### config.mk
export PLATFORM = sky130hd
export DESIGN_NAME = gpio_trace_capture
export DESIGN_NICKNAME = d
export VERILOG_FILES = /design/src/rtl/gpio_trace_pkg.sv /design/src/rtl/gpio_trace_fifo.sv /design/src/rtl/gpio_trace_capture.sv
export SDC_FILE = /design/constraint.sdc
export NUM_CORES = 1
export LEC_CHECK = 0
export CAP_MARGIN = 15
export CORE_MARGIN = 2
export CORE_UTILIZATION = 50
export DETAILED_ROUTE_END_ITERATION = 6
export PLACE_DENSITY = 0.74
export SYNTH_ARGS = -nofsm -noshare
export SYNTH_HDL_FRONTEND = slang
export SYNTH_SLANG_ARGS = --single-unit
### constraint.sdc
create_clock -name clk -period 16.61 [get_ports clk]
set_input_delay 4.1525 -clock clk [delete_from_list [all_inputs] [get_ports clk]]
set_output_delay 4.1525 -clock clk [all_outputs]
set_load 0.005 [all_outputs]
### src/rtl/gpio_trace_pkg.sv
// Shared types and constants for the GPIO trace capture unit.
package gpio_trace_pkg;

  typedef enum logic [1:0] {
    IDLE    = 2'd0,
    ARMED   = 2'd1,
    CAPTURE = 2'd2
  } trace_state_e;

  localparam int unsigned DROP_W = 8;

endpackage

### src/rtl/gpio_trace_fifo.sv
// Synchronous first-word-fall-through FIFO; a push into a full FIFO succeeds
// only when a pop happens on the same edge.
module gpio_trace_fifo #(
  parameter int WIDTH = 8,
  parameter int DEPTH = 16
) (
  input  logic                         clk,
  input  logic                         rst,
  input  logic                         push,
  input  logic                         pop,
  input  logic [WIDTH-1:0]             wdata,
  output logic [WIDTH-1:0]             rdata,
  output logic                         full,
  output logic                         empty,
  output logic [$clog2(DEPTH+1)-1:0]   level
);

  localparam int AW = $clog2(DEPTH);
  localparam int LW = $clog2(DEPTH+1);

  logic [WIDTH-1:0] mem [DEPTH];
  logic [AW-1:0]    wr_ptr;
  logic [AW-1:0]    rd_ptr;
  logic             do_push;
  logic             do_pop;

  assign empty   = (level == '0);
  assign full    = (level == LW'(DEPTH));
  assign do_pop  = pop && !empty;
  assign do_push = push && (!full || do_pop);

  // Stale storage is masked so the head reads as zero while empty.
  assign rdata = empty ? '0 : mem[rd_ptr];

  always_ff @(posedge clk) begin
    if (rst) begin
      wr_ptr <= '0;
      rd_ptr <= '0;
      level  <= '0;
    end else begin
      if (do_push) wr_ptr <= wr_ptr + 1'b1;
      if (do_pop)  rd_ptr <= rd_ptr + 1'b1;
      if (do_push && !do_pop)      level <= level + 1'b1;
      else if (do_pop && !do_push) level <= level - 1'b1;
    end
  end

  // NOTE: storage is deliberately not reset; pointers and level define validity.
  always_ff @(posedge clk) begin
    if (do_push) mem[wr_ptr] <= wdata;
  end

endmodule

### src/rtl/gpio_trace_capture.sv
// Timestamped change capture of GPIO lines into a FIFO, started by a rising
// arm trigger, with wrap markers and sticky overflow/drop reporting.
module gpio_trace_capture
  import gpio_trace_pkg::*;
#(
  parameter int N_CH  = 4,
  parameter int TS_W  = 24,
  parameter int DEPTH = 16,
  parameter int PS_W  = 16
) (
  input  logic                        clk,
  input  logic                        rst,
  input  logic                        enable,
  input  logic                        arm_i,
  input  logic [PS_W-1:0]             prescale_i,
  input  logic [N_CH-1:0]             gpio_i,
  input  logic                        rd_en,
  output logic                        rd_valid,
  output logic [N_CH+TS_W:0]          rd_data,
  output logic [$clog2(DEPTH+1)-1:0]  level,
  output logic                        capturing,
  output logic                        overflow,
  input  logic                        ovf_clr,
  output logic [DROP_W-1:0]           drop_cnt
);

  localparam int ENTRY_W = 1 + N_CH + TS_W;

  typedef struct packed {
    logic            wrap;
    logic [N_CH-1:0] gpio;
    logic [TS_W-1:0] ts;
  } entry_t;

  trace_state_e    state, state_d;
  logic            arm_q;
  logic [N_CH-1:0] g_q;
  logic [N_CH-1:0] prev;
  logic [TS_W-1:0] ts;
  logic [PS_W-1:0] ps;
  logic            started;

  logic   in_cap, tick, wrap_now, change, push, drop, full, empty;
  entry_t ent;

  // NOTE: combinational blocks assign every output a default first so no latch is inferred.
  always_comb begin
    state_d = state;
    unique case (state)
      IDLE:    if (enable) state_d = ARMED;
      ARMED:   if (!arm_q && arm_i) state_d = CAPTURE;
      CAPTURE: state_d = CAPTURE;
      default: state_d = IDLE;
    endcase
    if (!enable) state_d = IDLE;
  end

  // The first capture cycle records the initial line state; later cycles log
  // changes and wrap markers, merged into one entry when they coincide.
  always_comb begin
    in_cap   = (state == CAPTURE);
    tick     = in_cap && (ps == prescale_i);
    wrap_now = in_cap && started && tick && (&ts);
    change   = in_cap && started && (g_q != prev);
    push     = (in_cap && !started) || wrap_now || change;
    ent.wrap = wrap_now;
    ent.gpio = g_q;
    ent.ts   = wrap_now ? '0 : ts;
  end

  assign drop      = push && full && !(rd_en && !empty);
  assign rd_valid  = !empty;
  assign capturing = in_cap;

  // NOTE: sequential state uses non-blocking assignments only.
  always_ff @(posedge clk) begin
    if (rst) begin
      state    <= IDLE;
      arm_q    <= 1'b0;
      g_q      <= '0;
      prev     <= '0;
      ts       <= '0;
      ps       <= '0;
      started  <= 1'b0;
      overflow <= 1'b0;
      drop_cnt <= '0;
    end else begin
      state <= state_d;
      arm_q <= arm_i;
      g_q   <= gpio_i;
      if (in_cap) begin
        started <= 1'b1;
        prev    <= g_q;
        if (tick) begin
          ps <= '0;
          ts <= ts + 1'b1;
        end else begin
          ps <= ps + 1'b1;
        end
      end else begin
        started <= 1'b0;
        ps      <= '0;
        ts      <= '0;
      end
      if (ovf_clr) begin
        overflow <= 1'b0;
        drop_cnt <= '0;
      end else if (drop) begin
        overflow <= 1'b1;
        if (drop_cnt != '1) drop_cnt <= drop_cnt + 1'b1;
      end
    end
  end

  gpio_trace_fifo #(
    .WIDTH (ENTRY_W),
    .DEPTH (DEPTH)
  ) u_fifo (
    .clk   (clk),
    .rst   (rst),
    .push  (push),
    .pop   (rd_en),
    .wdata (ent),
    .rdata (rd_data),
    .full  (full),
    .empty (empty),
    .level (level)
  );

endmodule

==> out/results.tsv, run 1 <==
stage	metric	value	unit
outcome	status	finished, final reports clean	
synthesis	Yosys top cell area share	64.4	%
cells_and_area	footprint of the multi-input gates	5910	sq um
power	pwr dens	132	nW/um^2
cells_and_area	commonest cells after routing, fill and taps aside	464 x edfxtp_1, 145 x mux4_2, 74 x dfxtp_1, 70 x clkdlybuf4s50_1, 54 x clkbuf_16	
synthesis	Cells after Synth	1170	
timing	Peak Freq	123	MHz
cells_and_area	sequential cell area	15500	sq um
critical_path	kind of critical path	reg2out	
critical_path	CP Data Required Time	12460	ps
synthesis	number of synthesized flops with an enable pin	464	
grt	met2 Use GR	35.9	%
clock_network	CTS tree	done	
clock_network	worst skew pair latency	580	ps
clock_network	post-cts resize count	0	
synthesis	syn_nets	1213	
synthesis	Yosys reg bits	542	
grt	GRT met3 Usage	2.84	%
synthesis	sequential-to-total area share from yosys stat	71.6	%
drt	Avg WL per Cell	24.2	um
grt	first-pass GRT wire length	69600	um
grt	gr usage total	21.1	%
timing	relative slew slack	23.6	%
floorplan	die width	212	um
grt	met1 Use GR	29.0	%
timing	final setup violation count	0	
timing	clk_skew	20.3	ps
critical_path	CP max FO	64	
synthesis	Post-Synth Adder-Cell Area	1.02	%
cells_and_area	commonest non-fill, non-tap cell in the layout	edfxtp_1	
clock_network	Root Buffer	clkbuf_16	
placed_design	port bufs	70	
synthesis	top post-synthesis cells by area	edfxtp_1 64%, mux4_2 15%, dfxtp_1 7.2%	
power	Int Power	2.51	mW
synthesis	Synth Area in Simple Gates	6.84	%
synthesis	largest family of logic cells by synthesized area	multiplexers	
cells_and_area	Fillers	3136	
placed_design	GPL Wtd Cong	0.788	
grt	GRT overflow	0	
timing	worst slew pin tran	1140	ps
cells_and_area	ratio of cells with drive above 1 in the final layout	20.9	%
power	Peak VDD IR	0.0943	mV
synthesis	Synthesis Warnings	0	
synthesis	cell taking the most area after synthesis	edfxtp_1	
cells_and_area	area grow syn2layout	14.7	%
synthesis	XOR/XNOR share of the synthesized area	1.74	%
timing	setup_tns	0	ps
drt	DR vias	11000	
drt	drc violations	0	
timing	fin crit period	8150	ps
grt	via count of the first global-routing pass	11200	
clock_network	CTS hold repair buffers	0	
critical_path	startpoint types	register	
floorplan	Ports	71	
power	switching pwr	779	uW
clock_network	TritonCTS Buffers	52	
floorplan	Std-Cell Rows	76	
timing	Final Hold Viols	0	
grt	largest net degree at the start of global routing	65	
hold_path	hold_sp	u_fifo.rd_ptr[3]$_SDFFE_PP0P_	
timing	Tcrit/Tclk final	49.1	%
floorplan	DIE AREA	45000	sq um
hold_path	Tightest Hold Check Type	reg2reg	
timing	unrepaired setup endpoints after global routing	no	
drt	Routed Wire Length	45700	um
clock_network	clock-pin slew on the worst setup and hold paths	60	ps
synthesis	Primary FF master, synth	edfxtp_1	
cells_and_area	Final Core Density	57.9	%
critical_path	Arrival @ worst endpoint	4000	ps
job	Max Cap Viol	0	
power	Flop pwr share	46.2	%
floorplan	die height	212	um
timing	Slew Viols, Final	0	
synthesis	mux share of post-synthesis cell area	15.5	%
grt	gr busiest metal	met2	
cells_and_area	Final Net Count	1302	
drt	Initial DRC Count	1115	
synthesis	Synth Area in Compound Gates	1.90	%
power	Net Sw Frac	23.7	%
drt	remaining antenna violation count	0	
power	clock power share	35.9	%
grt	antenna violations before repair	0	
floorplan	Initial Utilization	50.5	%
synthesis	Cell Area, Synth	21600	sq um
power	combinational power share	18.0	%
drt	first-pass iteration count of the detailed router	5	
clock_network	setup bufs post-CTS	0	
cells_and_area	diodes inserted	0	
synthesis	Netlist cell types	45	
power	leak pwr	7.45	nW
drt	via-per-instance ratio	5.85	
placed_design	Post-DP HPWL	24100	um
synthesis	syn_area_per_cell	18.5	sq um
floorplan	core area	42900	sq um
synthesis	ys async rst share	0	%
clock_network	# clock sinks	542	
clock_network	maximum root-to-sink buffer count	3	
clock_network	H-tree depth	2	
critical_path	FF-to-FF Start	ts[14]$_SDFFE_PP0N_	
critical_path	Crit. End Element	output pin	
-- per-layer routing --
metal | wire length, um | share of wire [%]
met5 | 0 | 0
met4 | 916 | 2.0
met3 | 3040 | 6.6
met2 | 23200 | 51
met1 | 18600 | 41
-- flip-flops by register name, indices dropped and copies added, names as in the netlist, named ones only --
| signal | cells |
|---|---|
| u_fifo.mem | 464 |
| ts | 24 |
| ps | 16 |
| drop_cnt | 8 |
| u_fifo.level | 5 |
| g_q | 4 |
| prev | 4 |
| u_fifo.rd_ptr | 4 |
| u_fifo.wr_ptr | 4 |
| state | 2 |
| arm_q | 1 |
| overflow | 1 |
| started | 1 |
-- synthesized netlist by cell type (11+ instances only) --
cell type / instances
edfxtp_1: 464
mux4_2: 145
dfxtp_1: 78
nor2_1: 55
clkbuf_1: 44
a21oi_1: 37
nand2_1: 31
and2_1: 30
nor2b_1: 30
xnor2_1: 29
nand3_1: 23
inv_1: 20
o21ai_0: 20
or3_1: 17
ha_1: 16
or4_1: 15
nand4_1: 14
xor2_1: 14
nor3_1: 11
-- critical path, cell delays in order (launching register included) --
cell	delay [ps]
dfxtp_4	880
buf_4	860
mux4_2	440
mux4_2	530
and2_1	180
clkdlybuf4s50_1	470
-- stage by stage --
step                cell area [sq um]  hold slack, ps  total power [mW]  std cells  worst slack (ps)
global route                    24800             535              3.43       1888              8210
floorplan                       21600             448              1.91       1170              7590
global placement                23100             467              2.15       1788              8510
finish                          24800             487              3.29       1888              8460
detailed placement              23100             482              2.16       1788              8340
CTS                             24800             493              3.33       1886              8360
-- path summary, 6_finish.rpt --
path	endpoint	slack (ps)	depth (start not counted)
hold / removal	register	490	2
setup reg to reg	u_fifo.level[4]$_SDFFE_PP0P_	11970	15
hold reg to reg	register	490	2
setup / recovery	rd_data[19]	8460	5
-- cells by family after synthesis --
group                    count (synthesis)
buffers and inverters                   78
multiplexers                           153
XOR/XNOR                                43
AND/OR/NAND/NOR                        263
AO/OA/AOI/OAI                           74
flip-flops                             542
adder cells (fa/ha/maj)                 17
-- area by class of cell --
type | instances | area share, %
multi-input cells | 550 | 23.8
clock inverters | 31 | 1.28
flip-flops and latches | 542 | 62.5
repair buffers | 93 | 3.51
well taps | 585 | 2.95
clock buffers | 67 | 5.64
inverters | 20 | 0.303
-- power by group through the flow --
stage	combinational [mW]	sequential [mW]	clock [mW]
after floorplan	0.401	1.51	0
after global placement	0.604	1.55	0
after detailed placement	0.610	1.55	0
after CTS	0.608	1.52	1.20
after global routing	0.649	1.52	1.25
final	0.591	1.52	1.18
(Power assumes the default switching activity.)
==> run 2, diff against run 1 <==
==> constraint.sdc (replaced) <==
create_clock -name clk -period 7.85 [get_ports clk]
set_input_delay 1.9625 -clock clk [delete_from_list [all_inputs] [get_ports clk]]
set_output_delay 1.9625 -clock clk [all_outputs]
set_load 0.005 [all_outputs]
==> run 2 against run 1 <==
Net effect:
- largest cell class unchanged
- utilization hardly changed
- setup slack worse by 6400 ps
- highest routed layer unchanged
- total power is 110% higher
- count of clock-buffer cells in the layout shrank 6
- largest power group unchanged
- clock skew grew 10 ps
- register-to-register slack worse by 8800 ps
- cell count is 0.16% lower
- sequential share of layout area about the same
- non-clock buffer count shrank 7
- worst hold slack got worse by 2.5 ps
- via count fell by 1.6%
- design area about the same
==> out/results.tsv, run 2 (same netlist as run 1, synthesis figures left out) <==
stage	metric	value	unit
clock_network	CTS tree	done	
drt	DR vias	10900	
cells_and_area	commonest cells after routing, fill and taps aside	464 x edfxtp_1, 145 x mux4_2, 74 x dfxtp_1, 70 x clkdlybuf4s50_1, 55 x clkbuf_16	
grt	GRT overflow	0	
placed_design	DP Area	23100	sq um
clock_network	setup bufs post-CTS	0	
cells_and_area	flip-flop count of the largest register after layout	464	
drt	Routed Wire Length	42900	um
grt	antenna violations before repair	0	
placed_design	port bufs	70	
power	Peak VDD IR	0.217	mV
power	Int Power	5.30	mW
critical_path	kind of critical path	reg2out	
outcome	status	finished, final reports clean	
grt	met2 Use GR	33.3	%
critical_path	R2R Setup Slk	3180	ps
clock_network	clock-pin slew on the worst setup and hold paths	60	ps
clock_network	# clock sinks	542	
clock_network	worst skew pair latency	610	ps
floorplan	Std-Cell Rows	76	
cells_and_area	register with the most flip-flops	u_fifo.mem	
timing	Peak Freq	172	MHz
timing	Tcrit/Tclk final	74.0	%
timing	hold slack	485	ps
power	Flop pwr share	46.4	%
grt	first-pass GRT wire length	66100	um
clock_network	H-tree depth	2	
grt	met1 Use GR	26.7	%
power	switching pwr	1.69	mW
drt	first-pass iteration count of the detailed router	5	
clock_network	maximum root-to-sink buffer count	3	
drt	via-per-instance ratio	5.76	
timing	final setup violation count	0	
clock_network	post-cts resize count	0	
critical_path	most frequent CP cell	mux4_2	
grt	GRT met3 Usage	3.72	%
power	leak pwr	7.55	nW
cells_and_area	ratio of cells with drive above 1 in the final layout	21.2	%
floorplan	Initial Utilization	50.5	%
timing	fin crit period	5810	ps
timing	relative slew slack	23.4	%
cells_and_area	commonest non-fill, non-tap cell in the layout	edfxtp_1	
timing	Final Hold Viols	0	
hold_path	Tightest Hold Check Type	reg2reg	
cells_and_area	Largest regs	u_fifo.mem x464, ts x24, ps x16	
placed_design	Post-DP HPWL	23700	um
job	Max Cap Viol	0	
critical_path	Arrival @ worst endpoint	3840	ps
clock_network	CTS hold repair buffers	0	
floorplan	Ports	71	
timing	Slew Viols, Final	0	
grt	gr usage total	19.8	%
cells_and_area	Final Net Count	1297	
floorplan	core area	42900	sq um
cells_and_area	area grow syn2layout	14.7	%
critical_path	CP max stage delay	970	ps
power	Net Sw Frac	24.1	%
drt	Initial DRC Count	825	
floorplan	die width	212	um
critical_path	CP Data Required Time	5890	ps
cells_and_area	design area	24800	sq um
power	pwr dens	282	nW/um^2
grt	largest net degree at the start of global routing	63	
timing	worst slew pin tran	1150	ps
critical_path	CP max FO	62	
timing	clk_skew	30.3	ps
critical_path	startpoint types	register	
drt	Avg WL per Cell	22.7	um
power	clock power share	36.2	%
clock_network	Root Buffer	clkbuf_16	
placed_design	GPL Wtd Cong	0.793	
clock_network	TritonCTS Buffers	54	
grt	via count of the first global-routing pass	11300	
cells_and_area	diodes inserted	0	
floorplan	DIE AREA	45000	sq um
timing	unrepaired setup endpoints after global routing	no	
critical_path	Crit. End Element	output pin	
drt	drc violations	0	
drt	remaining antenna violation count	0	
floorplan	die height	212	um
critical_path	critical path, cell by cell	buf_4 -> mux4_2 -> mux4_2 -> and2_1 -> clkdlybuf4s50_1	
critical_path	slowest cell on the critical path	dfxtp_4	
grt	gr busiest metal	met2	
power	combinational power share	17.4	%
cells_and_area	Fillers	3109	
timing	setup_tns	0	ps
run 2: path summary, 6_finish.rpt:
| kind | depth (start not counted) | end | start |
|---|---|---|---|
| worst max-delay path | 5 | rd_data[0] | register |
| worst min-delay path | 2 | overflow$_SDFFE_PP0P_ | overflow$_SDFFE_PP0P_ |
| worst max register to register | 15 | u_fifo.level[4]$_SDFFE_PP0P_ | ts[3]$_SDFFE_PP0N_ |
| worst min register to register | 2 | overflow$_SDFFE_PP0P_ | overflow$_SDFFE_PP0P_ |
run 2: final cells by class:
cell class	count	area (sq um)	area share, %
clock inverter	41	349	1.41
multi-input combinational	550	5910	23.8
tap	585	732	2.95
sequential	542	15500	62.4
clock buffer	61	1410	5.67
timing repair buffer	86	846	3.41
inverter	20	75.1	0.302
run 2: metrics by stage:
stage	power (mW)	util (%)	setup WS, ps	std cells
after global routing	7.27	57.9	1740	1885
after global placement	4.55	53.8	1740	1782
final	6.99	57.9	2040	1885
after detailed placement	4.56	53.8	1540	1782
after CTS	7.08	57.9	1950	1884
after floorplan	4.03	-	1020	1170
run 2: per-layer routing:
| layer | wire length, um | up-vias |
|---|---|---|
| met2 | 21400 | 293 |
| met3 | 2290 | 69 |
| met1 | 18200 | 5651 |
| met4 | 994 | 0 |
| met5 | 0 | - |
| li1 | - | 4849 |
run 2: worst max-delay path, delay by kind of cell, from the launching register on:
| kind | cells | cell delay, ps |
|---|---|---|
| mux | 2 | 940 |
| flops | 1 | 970 |
| buf+inv | 2 | 1100 |
| simple gates | 1 | 180 |
run 2: power groups by stage:
stage / sequential (mW) / combinational [mW] / clock (mW)
after global placement: 3.31 / 1.23 / 0
after global routing: 3.26 / 1.33 / 2.68
final: 3.25 / 1.21 / 2.53
after CTS: 3.25 / 1.25 / 2.58
after floorplan: 3.20 / 0.839 / 0
after detailed placement: 3.31 / 1.25 / 0
